### config.mk
export PLATFORM = sky130hd
export DESIGN_NAME = vlogic_pipe_flat
export DESIGN_NICKNAME = d
export VERILOG_FILES = /design/src/rtl/vlogic_pipe_if.sv /design/src/rtl/vlogic_pipe.sv /design/src/flat_wrapper.sv
export SDC_FILE = /design/constraint.sdc
export NUM_CORES = 1
export LEC_CHECK = 0
export ABC_AREA = 1
export BUFFER_PORTS_ARGS = -buffer_cell sky130_fd_sc_hd__buf_2
export CAP_MARGIN = 20
export CORE_MARGIN = 4
export CORE_UTILIZATION = 50
export DETAILED_ROUTE_END_ITERATION = 8
export GPL_TIMING_DRIVEN = 0
export HOLD_SLACK_MARGIN = 0.08
export PLACE_DENSITY = 0.72
export REMOVE_ABC_BUFFERS = 1
export SYNTH_ARGS = -nofsm -noshare
export SYNTH_HDL_FRONTEND = slang
export SYNTH_SLANG_ARGS = --single-unit
### constraint.sdc
create_clock -name clk -period 2 [get_ports clk]
set_input_delay 0.6 -clock clk [delete_from_list [all_inputs] [get_ports clk]]
set_output_delay 0.6 -clock clk [all_outputs]
set_load 0.1 [all_outputs]
### src/rtl/vlogic_pipe_if.sv
// vlogic_pipe_if: request/result bus of the vector bitwise-logic pipe.
interface vlogic_pipe_if #(
  parameter int DATA_WIDTH = 64,
  parameter int ADDR_WIDTH = 32,
  parameter int CNT_WIDTH  = 4
);
  logic                    in_valid;
  logic                    in_ready;
  logic [ADDR_WIDTH-1:0]   in_addr;
  logic [DATA_WIDTH-1:0]   in_vec0;
  logic [DATA_WIDTH-1:0]   in_vec1;
  logic [DATA_WIDTH-1:0]   in_vec_old;
  logic [DATA_WIDTH/8-1:0] in_be;
  logic [2:0]              in_opSel;
  logic [DATA_WIDTH-1:0]   out_vec;
  logic [ADDR_WIDTH-1:0]   out_addr;
  logic                    out_valid;
  logic                    out_ready;
  logic                    busy;
  logic [CNT_WIDTH-1:0]    occupancy;
  modport master (
    output in_valid, in_addr, in_vec0, in_vec1, in_vec_old, in_be, in_opSel, out_ready,
    input  in_ready, out_vec, out_addr, out_valid, busy, occupancy
  );
  modport slave (
    input  in_valid, in_addr, in_vec0, in_vec1, in_vec_old, in_be, in_opSel, out_ready,
    output in_ready, out_vec, out_addr, out_valid, busy, occupancy
  );
endinterface

### src/rtl/vlogic_pipe.sv
// vlogic_pipe: RVV bitwise-logic unit with byte-masked merge, LATENCY-deep lockstep pipeline and output backpressure.
module vlogic_pipe #(
  parameter int DATA_WIDTH  = 64,
  parameter int ADDR_WIDTH  = 32,
  parameter int OPSEL_WIDTH = 3,
  parameter int LATENCY     = 6,
  parameter int CNT_WIDTH   = 4
) (
  input logic         clk,
  input logic         rst_n,
  vlogic_pipe_if.slave bus
);
  localparam int NB = DATA_WIDTH / 8;
  logic                   adv, acc, drain;
  logic [OPSEL_WIDTH-1:0] op;
  logic [DATA_WIDTH-1:0]  a, b, f, merged;
  logic [DATA_WIDTH-1:0]  data_d;
  logic [ADDR_WIDTH-1:0]  addr_d;
  logic [LATENCY-1:0]     vld_q;
  logic [DATA_WIDTH-1:0]  data_q [LATENCY];
  logic [ADDR_WIDTH-1:0]  addr_q [LATENCY];
  logic [CNT_WIDTH-1:0]   cnt_q, cnt_d;
  assign op    = bus.in_opSel;
  assign a     = bus.in_vec0;
  assign b     = bus.in_vec1;
  assign adv   = !vld_q[LATENCY-1] | bus.out_ready;
  assign acc   = bus.in_valid & adv;
  assign drain = vld_q[LATENCY-1] & bus.out_ready;
  always_comb begin
    f = op == 3'd1 ? a & b    :
        op == 3'd2 ? a | b    :
        op == 3'd3 ? a ^ b    :
        op == 3'd4 ? a & ~b   :
        op == 3'd5 ? ~(a & b) :
        op == 3'd6 ? ~(a | b) :
        op == 3'd7 ? ~(a ^ b) : '0;
    merged = bus.in_vec_old;
    for (int i = 0; i < NB; i++)
      if (bus.in_be[i]) merged[8*i +: 8] = f[8*i +: 8];
  end
  // Empty slots carry zeros so the output is clean whenever out_valid is low
  assign data_d = acc ? merged : '0;
  assign addr_d = acc ? bus.in_addr : '0;
  assign cnt_d  = cnt_q + CNT_WIDTH'(acc) - CNT_WIDTH'(drain);
  always_ff @(posedge clk or negedge rst_n) begin
    if (!rst_n) begin
      vld_q[0]  <= 1'b0;
      data_q[0] <= '0;
      addr_q[0] <= '0;
    end else if (adv) begin
      vld_q[0]  <= acc;
      data_q[0] <= data_d;
      addr_q[0] <= addr_d;
    end
  end
  for (genvar s = 1; s < LATENCY; s++) begin : g_stg
    always_ff @(posedge clk or negedge rst_n) begin
      if (!rst_n) begin
        vld_q[s]  <= 1'b0;
        data_q[s] <= '0;
        addr_q[s] <= '0;
      end else if (adv) begin
        vld_q[s]  <= vld_q[s-1];
        data_q[s] <= data_q[s-1];
        addr_q[s] <= addr_q[s-1];
      end
    end
  end
  always_ff @(posedge clk or negedge rst_n) begin
    if (!rst_n) cnt_q <= '0;
    else        cnt_q <= cnt_d;
  end
  assign bus.in_ready  = adv;
  assign bus.out_valid = vld_q[LATENCY-1];
  assign bus.out_vec   = data_q[LATENCY-1];
  assign bus.out_addr  = addr_q[LATENCY-1];
  assign bus.occupancy = cnt_q;
  assign bus.busy      = cnt_q != '0;
endmodule

### src/flat_wrapper.sv
// flat-port wrapper written by rule: the top's interface ports become plain ports
module vlogic_pipe_flat 
#(
  parameter int DATA_WIDTH  = 64,
  parameter int ADDR_WIDTH  = 32,
  parameter int OPSEL_WIDTH = 3,
  parameter int LATENCY     = 6,
  parameter int CNT_WIDTH   = 4
)
  (clk, rst_n, bus_in_valid, bus_in_addr, bus_in_vec0, bus_in_vec1, bus_in_vec_old, bus_in_be, bus_in_opSel, bus_out_ready, bus_in_ready, bus_out_vec, bus_out_addr, bus_out_valid, bus_busy, bus_occupancy);
  vlogic_pipe_if #(.DATA_WIDTH(DATA_WIDTH), .ADDR_WIDTH(ADDR_WIDTH), .CNT_WIDTH(CNT_WIDTH)) bus_i ();
  input logic clk;
  input logic rst_n;
  input wire logic [$bits(bus_i.in_valid)-1:0] bus_in_valid;
  input wire logic [$bits(bus_i.in_addr)-1:0] bus_in_addr;
  input wire logic [$bits(bus_i.in_vec0)-1:0] bus_in_vec0;
  input wire logic [$bits(bus_i.in_vec1)-1:0] bus_in_vec1;
  input wire logic [$bits(bus_i.in_vec_old)-1:0] bus_in_vec_old;
  input wire logic [$bits(bus_i.in_be)-1:0] bus_in_be;
  input wire logic [$bits(bus_i.in_opSel)-1:0] bus_in_opSel;
  input wire logic [$bits(bus_i.out_ready)-1:0] bus_out_ready;
  output wire logic [$bits(bus_i.in_ready)-1:0] bus_in_ready;
  output wire logic [$bits(bus_i.out_vec)-1:0] bus_out_vec;
  output wire logic [$bits(bus_i.out_addr)-1:0] bus_out_addr;
  output wire logic [$bits(bus_i.out_valid)-1:0] bus_out_valid;
  output wire logic [$bits(bus_i.busy)-1:0] bus_busy;
  output wire logic [$bits(bus_i.occupancy)-1:0] bus_occupancy;
  assign bus_i.in_valid = bus_in_valid;
  assign bus_i.in_addr = bus_in_addr;
  assign bus_i.in_vec0 = bus_in_vec0;
  assign bus_i.in_vec1 = bus_in_vec1;
  assign bus_i.in_vec_old = bus_in_vec_old;
  assign bus_i.in_be = bus_in_be;
  assign bus_i.in_opSel = bus_in_opSel;
  assign bus_i.out_ready = bus_out_ready;
  assign bus_in_ready = bus_i.in_ready;
  assign bus_out_vec = bus_i.out_vec;
  assign bus_out_addr = bus_i.out_addr;
  assign bus_out_valid = bus_i.out_valid;
  assign bus_busy = bus_i.busy;
  assign bus_occupancy = bus_i.occupancy;
  vlogic_pipe #(.DATA_WIDTH(DATA_WIDTH), .ADDR_WIDTH(ADDR_WIDTH), .OPSEL_WIDTH(OPSEL_WIDTH), .LATENCY(LATENCY), .CNT_WIDTH(CNT_WIDTH)) u_core (.clk(clk), .rst_n(rst_n), .bus(bus_i));
endmodule
==> impl_metrics.ini <==
[synth]
synth-seq-cells = 586
synth.avg_cell_area_sq_um = 7.55
syn_area_sq_um = 31000
yosysWarnings = 0
synth_cells = 4108
synth_cell_type_count = 26
ys_seq_area_frac = 0.473

[placed_design]
dpl.hpwl_mm = 47.1
dp_slack_ps = -2060
place_congestion = 0.830
port_buffers = 341
place_area_sq_um = 33000

[status]
violations = hold timing, setup timing
status = finished, violations left

[cts]
htreeDepth = 3
insertion_delay_ps = 590
cts_tree = done
clkTransAtPathRegs_ps = 60
clockBufferDepth = 3
clkSinkCount = 586
clock-root-buffer = clkbuf_16
numCtsBuffers = 66

[route]
drc_errors = 0
viasPerCell = 4.95
drtAntennaViolNets = 0
wl_per_cell_um = 16.3
drt_iter0_drc = 2094
firstDrtPassIters = 8
wl_mm = 84.3
num_vias = 25699

[final_layout]
drive_gt1_frac = 0.133
fin_nets = 4734
area_growth_pct = 17.2
stdcell_area_sq_um = 36300

[global_routing]
grt_pass1_wl_mm = 132
grt_util_all_layers = 0.247
overflow = 0
grt_max_degree = 177
antenna_found_initial = 16
grt_pass1_vias = 24933

[pwr]
max-vdd-ir-drop_uv = 737
p_per_area_nw_per_um2 = 1360
p_leak_nw = 20.3

[critical_path]
cp-start-kind = flop
arrival_ps = 1720
crit_path_max_fanout = 3
end_kind = output pin
required_ps = 1400
critPathKind = reg -> out

[min_path]
worst_hold_path_type = in -> async

[timing]
setup_slack_ps = -317
slew_headroom = 0.528
finClkSkew_ps = 17.5
min_period_over_period = 1.16
finalHoldViolCount = 56
fmax_mhz = 432
setup_violations = 78
period_minus_slack_ps = 2320
rsz0062_at_grt = yes
slew_viol_final = 0
worst_slew_pin_slew_ps = 707
whs_ps = -37.3

[floorplan]
rows = 91
die_height_um = 257
start_util = 0.504
ios = 342
die_w_um = 257
coreArea_sq_um = 61600
die-area_sq_um = 66100

[job]
drv_cap = 0
-- critical path: stages, from the launching register on --
cell,delay [ps]
dfrtp_1,400
inv_2,70
nor2_4,120
clkbuf_16,190
inv_16,40
buf_16,130
buf_16,160
-- path summary, 6_finish.rpt --
path                                 startpoint                 end  slack (ps)  cells past startpoint
max in group asynchronous                 rst_n  u_core.data_q[153]         430                      4
min                                       rst_n  u_core.addr_q[138]         -40                      1
min reg2reg                  u_core.data_q[251]  u_core.data_q[187]         460                      2
max reg2reg                u_core.bus.out_valid  u_core.data_q[212]        -170                      8
min in group clk                bus_in_addr[30]  u_core.addr_q[190]         220                      3
max                        u_core.bus.out_valid        bus_in_ready        -320                      6
-- Yosys cell counts --
library cell | instances | area share
nand2_1 | 1785 | 0.22
dfrtp_1 | 586 | 0.47
inv_1 | 536 | 0.065
o21ai_0 | 259 | 0.042
ha_1 | 197 | 0.079
nor2_1 | 160 | 0.019
nand3_1 | 127 | 0.020
clkbuf_1 | 120 | 0.015
nand4_1 | 111 | 0.022
buf_4 | 103 | 0.025
buf_2 | 70 | 0.011
buf_1 | 10 | 0.0012
or2_2 | 8 | 0.0016
or2_1 | 7 | 0.0014
buf_6 | 5 | 0.0018
inv_2 | 5 | 0.00061
o21ai_1 | 5 | 0.00081
nand3_2 | 3 | 0.00097
nor2_2 | 2 | 0.00040
nor2_4 | 2 | 0.00073
xnor2_1 | 2 | 0.00056
a21oi_1 | 1 | 0.00016
fa_1 | 1 | 0.00065
inv_4 | 1 | 0.00020
nand2_4 | 1 | 0.00036
nor3_4 | 1 | 0.00052
-- per-layer routing --
| layer | wire [um] | vias to the layer above | GRT usage | part of all wire |
|---|---|---|---|---|
| li1 | - | 12716 | - | - |
| met1 | 36900 | 12013 | 0.338 | 0.44 |
| met2 | 38900 | 794 | 0.397 | 0.46 |
| met3 | 6250 | 162 | 0.0528 | 0.074 |
| met4 | 2240 | 14 | 0.0752 | 0.026 |
| met5 | 81 | - | 0 | 0.00096 |
-- registers in the layout, summed over array words and instances, names as in the netlist --
name,flops
u_core.bus.out_addr,32
u_core.bus.out_vec,64
u_core.bus.occupancy,4
u_core.bus.out_valid,1
u_core.addr_q,160
u_core.vld_q,5
u_core.data_q,320
-- power breakdown --
part / internal, mW / switching [mW]
clock: 7.25 / 4.90
sequential: 16.2 / 2.24
combinational: 4.76 / 14.0
total: 28.2 / 21.2
-- repair_timing --
item / in CTS / in global routing
buffers inserted: 21 / 10
gates resized for setup: 93 / 53
pin swaps: 8 / 7
endpoints found under the hold margin: 56 / 56
gates cloned: 17 / 5
setup endpoints to repair: 609 / 351
-- placed cells by master (no fill, tap or decap), drive strengths merged --
cell type / count
a21oi: 1
buf: 378
bufbuf: 6
bufinv: 3
clkbuf: 126
clkinv: 11
clkinvlp: 4
dfrtp: 586
diode: 9
fa: 1
ha: 197
inv: 550
nand2: 1788
nand3: 133
nand4: 111
nor2: 166
nor3: 1
o21ai: 264
or2: 15
xnor2: 2
-- cell type report --
type | count | area [sq um]
timing repair inverter | 4 | 35.0
multi-input combinational | 2679 | 12800
tap | 837 | 1050
clock buffer | 92 | 1950
inverter | 542 | 2080
clock inverter | 22 | 238
timing repair buffer | 418 | 3450
antenna | 9 | 22.5
fill | 5610 | 25300
sequential | 586 | 14700
-- cells by family (layout without fill, tap and decap cells) --
family                     after synthesis  count (layout)  synth area share
AOI/OAI and AO/OA                      265             265            0.0428
other                                    0               9                 0
DFF                                    586             586             0.473
and+or+nand+nor                       2207            2214             0.284
xor gates and xnor gates                 2               2          0.000565
buffers and inverters                  850            1078             0.119
adders and majority gates              198             198            0.0801
-- stage by stage --
stage               setup TNS (ps)  power [mW]  utilization  std cells  hold WS (ps)
floorplan                        -        24.9            -       3800           304
global placement                 -        23.7        0.521       4978           447
detailed placement         -569240        35.7        0.536       5015           450
CTS                         -14770        49.3        0.585       5166         -52.4
global route                -24080        52.3        0.590       5183         -23.4
finish                       -9930        49.4        0.590       5189         -37.3
Note: power is estimated with default switching activity, not from simulation.
